## src/rtl/sequence_generator_pkg.sv

```systemverilog
// Shared types and constants for the sequence generator: FSM encoding, LFSR
// taps, difficulty codes, digit ranges and the digit-mapping helpers.
package seqgen_pkg;

  typedef enum logic [1:0] {
    ST_IDLE  = 2'd0,
    ST_SEED  = 2'd1,
    ST_WRITE = 2'd2,
    ST_DONE  = 2'd3
  } state_e;

  localparam int LFSR_W = 16;
  // Fibonacci taps 16,14,13,11 expressed as bit positions 15,13,12,10
  localparam logic [LFSR_W-1:0] LFSR_TAPS = 16'hB400;

  localparam logic [1:0] DIFF_EASY = 2'b01;
  localparam logic [1:0] DIFF_MED  = 2'b10;
  localparam logic [1:0] DIFF_HARD = 2'b11;

  localparam int DEF_DEPTH = 32;
  localparam int DEF_AW    = 5;

  localparam logic [3:0] RANGE_EASY = 4'd4;
  localparam logic [3:0] RANGE_MED  = 4'd8;
  localparam logic [3:0] RANGE_HARD = 4'd10;

  function automatic logic [LFSR_W-1:0] lfsr_step(input logic [LFSR_W-1:0] s);
    return {s[LFSR_W-2:0], ^(s & LFSR_TAPS)};
  endfunction

  function automatic logic [3:0] digit_map(input logic [3:0] v, input logic [1:0] diff);
    case (diff)
      DIFF_MED:  return {1'b0, v[2:0]};
      DIFF_HARD: return (v >= 4'd10) ? (v - 4'd10) : v;
      default:   return {2'b00, v[1:0]};
    endcase
  endfunction

  function automatic logic [3:0] digit_limit(input logic [1:0] diff);
    case (diff)
      DIFF_MED:  return RANGE_MED;
      DIFF_HARD: return RANGE_HARD;
      default:   return RANGE_EASY;
    endcase
  endfunction

endpackage

```

## src/rtl/sequence_generator_if.sv

```systemverilog
// Request/status and RAM write bus between the sequence generator (slave)
// and the game controller that requests fills (master).
interface seqgen_if #(
  parameter int AW = 5
);
  logic          GoGen;
  logic [1:0]    Diff;
  logic          RAMWrEn;
  logic [AW-1:0] RAMWrAddr;
  logic [3:0]    RAMWrData;
  logic          Busy;
  logic          FinGen;

  modport master (
    output GoGen, Diff,
    input  RAMWrEn, RAMWrAddr, RAMWrData, Busy, FinGen
  );

  modport slave (
    input  GoGen, Diff,
    output RAMWrEn, RAMWrAddr, RAMWrData, Busy, FinGen
  );
endinterface

```

## src/rtl/sequence_generator_lfsr16.sv

```systemverilog
// 16-bit Fibonacci LFSR with synchronous load and advance enable; load wins
// over enable.
module lfsr16
  import seqgen_pkg::*;
#(
  parameter logic [LFSR_W-1:0] RESET_VAL = 16'h0001
) (
  input  logic              Clk,
  input  logic              Rst,
  input  logic              en_i,
  input  logic              load_i,
  input  logic [LFSR_W-1:0] load_val_i,
  output logic [LFSR_W-1:0] state_o
);
  logic [LFSR_W-1:0] state_q, state_d;

  always_comb begin
    state_d = state_q;
    if (load_i) begin
      state_d = load_val_i;
    end else if (en_i) begin
      state_d = lfsr_step(state_q);
    end
  end

  always_ff @(posedge Clk) begin
    if (Rst) begin
      state_q <= RESET_VAL;
    end else begin
      state_q <= state_d;
    end
  end

  assign state_o = state_q;
endmodule

```

## src/rtl/sequence_generator.sv

```systemverilog
// Fills the sequence RAM with DEPTH pseudo-random digits per GoGen request.
// Optional macro SEQGEN_NO_REPEAT_EN bumps a digit that repeats its predecessor.
module sequence_generator
  import seqgen_pkg::*;
#(
  parameter int                DEPTH = DEF_DEPTH,
  parameter int                AW    = DEF_AW,
  parameter logic [LFSR_W-1:0] SEED  = 16'hACE1
) (
  input  logic     Clk,
  input  logic     Rst,
  seqgen_if.slave  bus
);
  localparam logic [AW-1:0] LAST = AW'(DEPTH - 1);

  state_e            state_q, state_d;
  logic [AW-1:0]     cnt_q, cnt_d;
  logic [1:0]        diff_q, diff_d;
  logic [LFSR_W-1:0] ent_q, gen_q, gen_next, seed_val;
  logic              gen_load, gen_en;
  logic [3:0]        digit;
  logic              wr_en_q, wr_en_d, busy_q, busy_d, fin_q, fin_d;
  logic [AW-1:0]     addr_q, addr_d;
  logic [3:0]        data_q, data_d;
`ifdef SEQGEN_NO_REPEAT_EN
  logic [3:0]        prev_q, prev_d;
`endif

  // Entropy source free-runs so the seed depends on when GoGen arrives
  lfsr16 #(.RESET_VAL(SEED)) u_entropy (
    .Clk(Clk), .Rst(Rst), .en_i(1'b1), .load_i(1'b0),
    .load_val_i('0), .state_o(ent_q)
  );

  lfsr16 #(.RESET_VAL(16'h0001)) u_gen (
    .Clk(Clk), .Rst(Rst), .en_i(gen_en), .load_i(gen_load),
    .load_val_i(seed_val), .state_o(gen_q)
  );

  assign seed_val = (ent_q == '0) ? 16'h0001 : ent_q;

  always_comb begin
    state_d  = state_q;
    cnt_d    = cnt_q;
    diff_d   = diff_q;
    gen_load = 1'b0;
    gen_en   = 1'b0;
    case (state_q)
      ST_IDLE: if (bus.GoGen) state_d = ST_SEED;
      ST_SEED: begin
        gen_load = 1'b1;
        diff_d   = (bus.Diff == 2'b00) ? DIFF_EASY : bus.Diff;
        cnt_d    = '0;
        state_d  = ST_WRITE;
      end
      ST_WRITE: begin
        gen_en = 1'b1;
        cnt_d  = cnt_q + 1'b1;
        if (cnt_q == LAST) state_d = ST_DONE;
      end
      ST_DONE: state_d = ST_IDLE;
      default: state_d = ST_IDLE;
    endcase

    // Outputs are registered, so they are derived from next-cycle values
    gen_next = gen_load ? seed_val : (gen_en ? lfsr_step(gen_q) : gen_q);
    digit    = digit_map(gen_next[3:0], diff_d);
`ifdef SEQGEN_NO_REPEAT_EN
    if (cnt_d != '0 && digit == prev_q) begin
      digit = ((digit + 4'd1) == digit_limit(diff_d)) ? 4'd0 : (digit + 4'd1);
    end
`endif

    wr_en_d = (state_d == ST_WRITE);
    addr_d  = wr_en_d ? cnt_d : '0;
    data_d  = wr_en_d ? digit : 4'd0;
    busy_d  = (state_d != ST_IDLE);
    fin_d   = (state_d == ST_DONE);
`ifdef SEQGEN_NO_REPEAT_EN
    prev_d = prev_q;
    if (state_q == ST_SEED) prev_d = 4'd0;
    if (wr_en_d) prev_d = digit;
`endif
  end

  always_ff @(posedge Clk) begin
    if (Rst) begin
      state_q <= ST_IDLE;
      cnt_q   <= '0;
      diff_q  <= DIFF_EASY;
      wr_en_q <= 1'b0;
      addr_q  <= '0;
      data_q  <= 4'd0;
      busy_q  <= 1'b0;
      fin_q   <= 1'b0;
`ifdef SEQGEN_NO_REPEAT_EN
      prev_q  <= 4'd0;
`endif
    end else begin
      state_q <= state_d;
      cnt_q   <= cnt_d;
      diff_q  <= diff_d;
      wr_en_q <= wr_en_d;
      addr_q  <= addr_d;
      data_q  <= data_d;
      busy_q  <= busy_d;
      fin_q   <= fin_d;
`ifdef SEQGEN_NO_REPEAT_EN
      prev_q  <= prev_d;
`endif
    end
  end

  assign bus.RAMWrEn   = wr_en_q;
  assign bus.RAMWrAddr = addr_q;
  assign bus.RAMWrData = data_q;
  assign bus.Busy      = busy_q;
  assign bus.FinGen    = fin_q;
endmodule

```

## src/flat_wrapper.sv

```systemverilog
// flat-port wrapper written by rule: the top's interface ports become plain ports
module sequence_generator_flat import seqgen_pkg::*;
#(
  parameter int                DEPTH = DEF_DEPTH,
  parameter int                AW    = DEF_AW,
  parameter logic [LFSR_W-1:0] SEED  = 16'hACE1
)
  (Clk, Rst, bus_GoGen, bus_Diff, bus_RAMWrEn, bus_RAMWrAddr, bus_RAMWrData, bus_Busy, bus_FinGen);
  seqgen_if #(.AW(AW)) bus_i ();
  input  logic Clk;
  input  logic Rst;
  input wire logic [$bits(bus_i.GoGen)-1:0] bus_GoGen;
  input wire logic [$bits(bus_i.Diff)-1:0] bus_Diff;
  output wire logic [$bits(bus_i.RAMWrEn)-1:0] bus_RAMWrEn;
  output wire logic [$bits(bus_i.RAMWrAddr)-1:0] bus_RAMWrAddr;
  output wire logic [$bits(bus_i.RAMWrData)-1:0] bus_RAMWrData;
  output wire logic [$bits(bus_i.Busy)-1:0] bus_Busy;
  output wire logic [$bits(bus_i.FinGen)-1:0] bus_FinGen;
  assign bus_i.GoGen = bus_GoGen;
  assign bus_i.Diff = bus_Diff;
  assign bus_RAMWrEn = bus_i.RAMWrEn;
  assign bus_RAMWrAddr = bus_i.RAMWrAddr;
  assign bus_RAMWrData = bus_i.RAMWrData;
  assign bus_Busy = bus_i.Busy;
  assign bus_FinGen = bus_i.FinGen;
  sequence_generator #(.DEPTH(DEPTH), .AW(AW), .SEED(SEED)) u_core (.Clk(Clk), .Rst(Rst), .bus(bus_i));
endmodule
```

## config.mk

```make
export PLATFORM = sky130hd
export DESIGN_NAME = sequence_generator_flat
export DESIGN_NICKNAME = d
export VERILOG_FILES = /design/src/rtl/sequence_generator_pkg.sv /design/src/rtl/sequence_generator_if.sv /design/src/rtl/sequence_generator_lfsr16.sv /design/src/rtl/sequence_generator.sv /design/src/flat_wrapper.sv
export SDC_FILE = /design/constraint.sdc
export NUM_CORES = 1
export LEC_CHECK = 0
export CAP_MARGIN = 10
export CELL_PAD_IN_SITES_DETAIL_PLACEMENT = 1
export CELL_PAD_IN_SITES_GLOBAL_PLACEMENT = 1
export CORE_UTILIZATION = 39
export DETAILED_ROUTE_END_ITERATION = 8
export GPL_TIMING_DRIVEN = 0
export PLACE_DENSITY = 0.81
export SYNTH_ARGS = -nofsm -noshare
export SYNTH_HDL_FRONTEND = slang
export SYNTH_SLANG_ARGS = --single-unit
```

## constraint.sdc

```tcl
create_clock -name Clk -period 1.8 [get_ports Clk]
set_input_delay 0.27 -clock Clk [delete_from_list [all_inputs] [get_ports Clk]]
set_output_delay 0.27 -clock Clk [all_outputs]
set_load 0.02 [all_outputs]
```

==> reports/metrics.yaml, run 1 <==
run_status:
  run_status: "complete, no violations"
timing:
  fin_crit_sh_pct: 98.25
  tightest_slew_ns: 0.4500
  finalWorstSetupSlack_ns: 0.03143
  timing.fmax_mhz: 565.4
  finalSetupTns_ns: 0
  relSlewSlack_pct: 70.00
  rsz0062_at_grt: "true"
  fin_worst_skew_ns: 0.003639
  hold_violations: 0
  holdWs_ns: 0.4803
  period_needed_ns: 1.769
  slew_violations: 0
  setup_viol: 0
floorplan:
  fp.dieW_um: 75.31
  num_rows: 26
  coreArea_um2: 5140
  ioPinCount: 17
  start_util_pct: 40.77
  die-area_um2: 5671
  die_h_um: 75.31
placed_design:
  dp_worst_setup_slack_ns: -0.2613
  port_buffers: 16
  dpl-instance-area_um2: 2344
  gp_congestion: 0.7672
  place_inst: 313
  hpwlAfterDp_um: 3451
logic_synthesis:
  ys_ff_latch: 53
  avgSynthCellArea_um2: 9.232
  yosysWarnings: 0
  yosysSeqAreaShare_pct: 50.63
  synth_top_cell_area_share_pct: 50.63
  syn-cell-area_um2: 2096
  synthCells: 227
  yosys.area.top_type: "dfxtp_1"
  syn_nets: 238
  yosysUniqueCellTypes: 43
  ys_top_cells_by_area: "dfxtp_1 (51%), nor2_1 (5.0%), nor2b_1 (4.5%), nand2_1 (3.9%), ha_1 (3.6%)"
  synth_edf_count: 0
  ys.flop_type: "dfxtp_1"
  async_flop_share_pct: 0
grt:
  grt_pass1_wl_um: 8114
  overflow: 0
  grt_pass1_vias: 1635
  antenna_found_initial: 0
  grt_util_all_layers_pct: 19.51
  grt_max_degree: 20
critical_path:
  crit_arrival_ns: 2.02
  crit_fanout: 6
  slowest_delay_ns: 0.49
  rr_startpoint: "u_core.state_q[0]"
  cp_slowest_cell: "or4b_4"
  crit_chain: "inv_4 -> ha_4 -> buf_6 -> mux2i_4 -> o21ai_4 -> or4b_4 -> a21oi_2"
  endpoint_kind: "flop"
  path_buf_inv: 2
  start_kind: "flop"
  critPathRequiredTime_ns: 2.05
  reg2reg_depth: 7
  reg2reg_to: "u_core.bus.RAMWrData[1]"
  cp_top_family: "simple AND/OR/NAND/NOR gates"
  r2r_slack_ns: 0.03
  critical_path_class: "flop to flop"
finish:
  area_delta_synth_final_pct: 28.54
  nFillCells: 616
  final_net_count: 272
  drive_above_1_share_pct: 23.66
  fin_util_pct: 52.41
  fin_cells: 332
  final_area_um2: 2694
  antenna_cells: 0
pwr:
  p_per_area_nw_per_um2: 1643
  max-vdd-ir-drop_mv: 0.6712
  power.total_mw: 4.425
  p_leak_nw: 1.003
drt:
  ant_nets: 0
  drcViolationCount: 0
  viasPerCell: 5.084
  firstDrtPassIters: 4
  wl_per_cell_um: 16.41
  vias: 1688
  routed_wl_um: 5447
  drt_iter0_drc: 48
clock_network:
  cts_htree_levels: 2
  clock_latency_ns: 0.31
  cts_sinks: 53
  root_buffer: "clkbuf_8"
  cts_tree: "yes"
  clkTransAtPathRegs_ns: 0.09
  cts_inserted_buffers: 5
  clk_path_buf_depth: 2
hold_path:
  holdCritStartpoint: "u_core.u_entropy.state_o[13]"
  holdPathStages: 2
  hold_end: "u_core.u_entropy.state_o[14]"
  hold_path.class: "flop to flop"
run:
  cap_violations: 0
-- cell families after synthesis --
kind of cell,synth area share (%)
simple gates,23.94
flops,50.63
compound gates,11.64
buf+inv,4.597
mux,3.522
fa+ha+maj,3.582
xor+xnor,2.090
-- sequential cells by signal, indices dropped and copies added (netlist names) --
name,flops
u_core.bus.Busy,1
u_core.bus.FinGen,1
u_core.bus.RAMWrAddr,5
u_core.bus.RAMWrData,4
u_core.bus.RAMWrEn,1
u_core.cnt_q,5
u_core.diff_q,2
u_core.state_q,2
u_core.u_entropy.state_o,16
u_core.u_gen.state_o,16
-- power by group --
group,leakage [nW],switching (mW),internal [mW],total [mW]
Clock,0.0450,0.375,0.270,0.645
Sequential,0.437,0.166,1.43,1.60
Combinational,0.521,1.16,1.03,2.18
Total,1.00,1.70,2.73,4.43
-- what timing repair did --
action,CTS,global route
gates resized for setup,6,45
pin swaps,2,8
buffers inserted,1,11
hold buffers,0,0
endpoints found under the setup margin,11,23
-- cells in the mapped netlist (4+ instances only) --
cell type	count
buf_2	5
clkbuf_1	7
inv_1	6
nand2_1	22
nand3_1	4
o21ai_0	12
mux2i_1	4
ha_1	6
nor2b_1	15
nor2_1	28
dfxtp_1	53
o211ai_1	9
or2_2	8
-- final cells by class --
type	instances	area, um^2	area share (%)
well taps	70	87.58	3.251
clock inverters	2	10.01	0.3716
plain buffers	14	95.09	3.530
multi-input cells	153	1081	40.13
inverters	6	25.02	0.9289
flip-flops and latches	53	1065	39.53
repair buffers	28	257.7	9.568
clock buffers	6	72.57	2.694
-- metal layers --
metal	wire, um	track usage (%)
met5	0	0
met2	2840	33.53
met3	118	3.571
met4	80	8.025
met1	2407	24.13
-- how the worst max path moves through the flow --
stage | end | from | depth (start not counted)
after floorplan | u_core.bus.RAMWrData[3] | u_core.cnt_q[0] | 7
after global placement | u_core.u_gen.state_o[7] | Rst | 4
after detailed placement | u_core.u_gen.state_o[7] | Rst | 4
after CTS | u_core.bus.RAMWrData[3] | u_core.state_q[1] | 7
after global routing | u_core.bus.RAMWrData[3] | u_core.state_q[0] | 8
final | u_core.bus.RAMWrData[1] | u_core.state_q[0] | 7
-- worst min-delay path, stage by stage (launching register included) --
cell and delay [ns]:
dfxtp_1 0.33, inv_1 0.07, nor2_1 0.04
-- placed cells by master (no fill, tap or decap), types with 4 or more instances in the layout --
master / synthesis / routed
clkdlybuf4s50_1: 0 / 16
or2_2: 8 / 8
clkbuf_1: 7 / 5
o211ai_1: 9 / 9
o21ai_0: 12 / 12
nor2_1: 28 / 28
clkbuf_8: 0 / 5
inv_1: 6 / 4
buf_6: 1 / 4
dfxtp_1: 53 / 50
nand3_1: 4 / 4
buf_4: 1 / 12
nor2b_1: 15 / 14
nand2_1: 22 / 21
(Power assumes the default switching activity.)
==> run 2, diff against run 1 <==
GPL_ROUTABILITY_DRIVEN = 0   (was default)
PLACE_DENSITY = 0.79   (was 0.81)
==> run 2 against run 1 <==
Net effect:
- core utilization decreased by 2.1 points
- non-clock buffer count down 8
- clock skew grew 0.0012 ns
- critical path type unchanged
- largest power group unchanged
==> reports/metrics.yaml, run 2 (synthesis results as in run 1) <==
finish:
  fin_util_pct: 50.34  # -2.1 points
  layout_commonest_cell: "dfxtp_1"
  final_net_count: 264  # -2.9%
  antenna_cells: 0  # unchanged
  final_area_um2: 2587  # -3.9%
  area_delta_synth_final_pct: 23.46
  drive_above_1_share_pct: 19.37  # -4.3 points
  final_cell_mix: "dfxtp_1 (50), nor2_1 (28), nand2_1 (22)"
critical_path:
  start_kind: "flop"
  path_buf_inv: 2  # unchanged
  crit_chain: "inv_4 -> ha_4 -> buf_6 -> mux2i_4 -> o21ai_4 -> or4b_4 -> a21oi_2"
  crit_arrival_ns: 2.02  # about the same
  critical_path_class: "flop to flop"
  crit_fanout: 6  # unchanged
  cp_slowest_cell: "or4b_4"
  cp_top_family: "simple AND/OR/NAND/NOR gates"
  startpoint: "u_core.state_q[0]"
  critPathRequiredTime_ns: 2.05  # about the same
  rr_startpoint: "u_core.state_q[0]"
  slowest_delay_ns: 0.54  # +0.05 ns
  endpoint_kind: "flop"
drt:
  routed_wl_um: 5081  # -6.7%
  vias: 1657  # -1.8%
  wl_per_cell_um: 15.73  # -4.1%
  ant_nets: 0  # unchanged
  firstDrtPassIters: 4  # unchanged
  drt_iter0_drc: 65  # +35%
  viasPerCell: 5.130  # +0.90%
  drcViolationCount: 0  # unchanged
grt:
  antenna_found_initial: 0  # unchanged
  top_usage_layer: "met2"
  grt_pass1_vias: 1765  # +8.0%
  grt_util_all_layers_pct: 19.68  # +0.17 points
  overflow: 0  # unchanged
  grt_max_degree: 16  # -20%
  met1_usage_pct: 23.70  # -0.43 points
  grt_use_met2_pct: 35.71  # +2.2 points
  grt_pass1_wl_um: 8259  # +1.8%
  use_met3_pct: 3.571  # unchanged
timing:
  fin_crit_sh_pct: 98.46  # +0.20 points
  fin_worst_skew_ns: 0.004889  # +0.001250 ns
  tightest_slew_ns: 0.4904  # +0.04044 ns
  relSlewSlack_pct: 67.30  # -2.7 points
  period_needed_ns: 1.772  # +0.003672 ns
  slew_violations: 0  # unchanged
  finalWorstSetupSlack_ns: 0.02776  # -0.003672 ns
  setup_viol: 0  # unchanged
  finalSetupTns_ns: 0  # unchanged
  rsz0062_at_grt: "true"
  hold_violations: 0  # unchanged
  timing.fmax_mhz: 564.3  # -0.21%
pwr:
  p_sw_share_pct: 37.48  # -0.86 points
  internal-power_mw: 2.626  # -3.7%
  power_frac_clock_pct: 18.4  # +3.8 points
  sequentialPowerShare_pct: 37.6  # +1.5 points
  p_leak_nw: 0.9621  # -4.1%
  p_switching_mw: 1.575  # -7.2%
  pwr-share-comb_pct: 44.0  # -5.3 points
  max-vdd-ir-drop_mv: 0.5672  # -15%
  p_per_area_nw_per_um2: 1624  # -1.2%
clock_network:
  cts_sinks: 53  # unchanged
  clkTransAtPathRegs_ns: 0.09  # about the same
  cts_htree_levels: 2  # unchanged
  cts_inserted_buffers: 5  # unchanged
  clk_path_buf_depth: 2  # unchanged
  cts_tree: "yes"
  clock_latency_ns: 0.30  # about the same
  root_buffer: "clkbuf_8"
  hold_buffers: 0  # unchanged
floorplan:
  die_h_um: 75.31  # unchanged
  die-area_um2: 5671  # unchanged
  num_rows: 26  # unchanged
  start_util_pct: 40.77  # unchanged
  coreArea_um2: 5140  # unchanged
  fp.dieW_um: 75.31  # unchanged
  ioPinCount: 17  # unchanged
hold_path:
  hold_path.class: "flop to flop"
  holdCritStartpoint: "u_core.u_entropy.state_o[13]"
placed_design:
  dp_worst_setup_slack_ns: -0.2668  # -0.005418 ns
  hpwlAfterDp_um: 3428  # -0.68%
  dpl-instance-area_um2: 2344  # unchanged
  port_buffers: 16  # unchanged
run_status:
  run_status: "complete, no violations"
run:
  cap_violations: 0  # unchanged
run 2: metrics by stage:
| stage | total power [mW] | cells | hold slack [ns] |
|---|---|---|---|
| 3_5_place_dp | 3.139 | 313 | 0.4690 |
| 4_1_cts | 3.993 | 322 | 0.4874 |
| 6_report | 4.201 | 323 | 0.4808 |
| 5_1_grt | 4.527 | 323 | 0.5052 |
| 3_3_place_gp | 3.079 | 313 | 0.4577 |
| 2_1_floorplan | 2.687 | 227 | 0.3571 |
run 2: worst paths after layout:
kind              cells past startpoint                            to  slack, ns
setup / recovery                      7       u_core.bus.RAMWrData[1]       0.03
hold / removal                        2  u_core.u_entropy.state_o[14]       0.48
setup reg to reg                      7       u_core.bus.RAMWrData[1]       0.03
hold reg to reg                       2  u_core.u_entropy.state_o[14]       0.48
run 2: worst reg2reg max path: cells and delay by family, from the launching register on:
family | cells | cell delay (ns)
and+or+nand+nor | 1 | 0.54
DFF | 1 | 0.35
muxes | 1 | 0.25
adders and majority gates | 1 | 0.14
AOI/OAI and AO/OA | 2 | 0.23
buffers and inverters | 2 | 0.21
run 2: what timing repair did:
item                                   CTS  global route
setup buffers                            2             1
pin swaps                                2             2
endpoints found under the hold margin    0             0
resized for setup                        6            30
setup endpoints to repair                9            20
run 2: power groups by stage:
stage / registers (mW) / clock network, mW / logic (mW)
6_report: 1.58 / 0.773 / 1.85
5_1_grt: 1.61 / 0.853 / 2.07
4_1_cts: 1.56 / 0.800 / 1.63
3_5_place_dp: 1.58 / 0 / 1.56
3_3_place_gp: 1.57 / 0 / 1.51
2_1_floorplan: 1.60 / 0 / 1.09
run 2: cell type report:
| class | count | area [um^2] |
|---|---|---|
| Fill cell | 619 | 2552 |
| Sequential cell | 53 | 1065 |
| Multi-Input combinational cell | 153 | 1035 |
| Timing Repair Buffer | 19 | 182.7 |
| Buffer | 15 | 88.84 |
| Tap cell | 70 | 87.58 |
| Clock buffer | 5 | 68.82 |
| Clock inverter | 2 | 35.03 |
| Inverter | 6 | 25.02 |
run 2: routing by layer:
metal	part of all wire, %	wire length (um)
met1	47	2398
met2	49	2513
met3	2.2	114
met4	1.1	55
met5	0	0
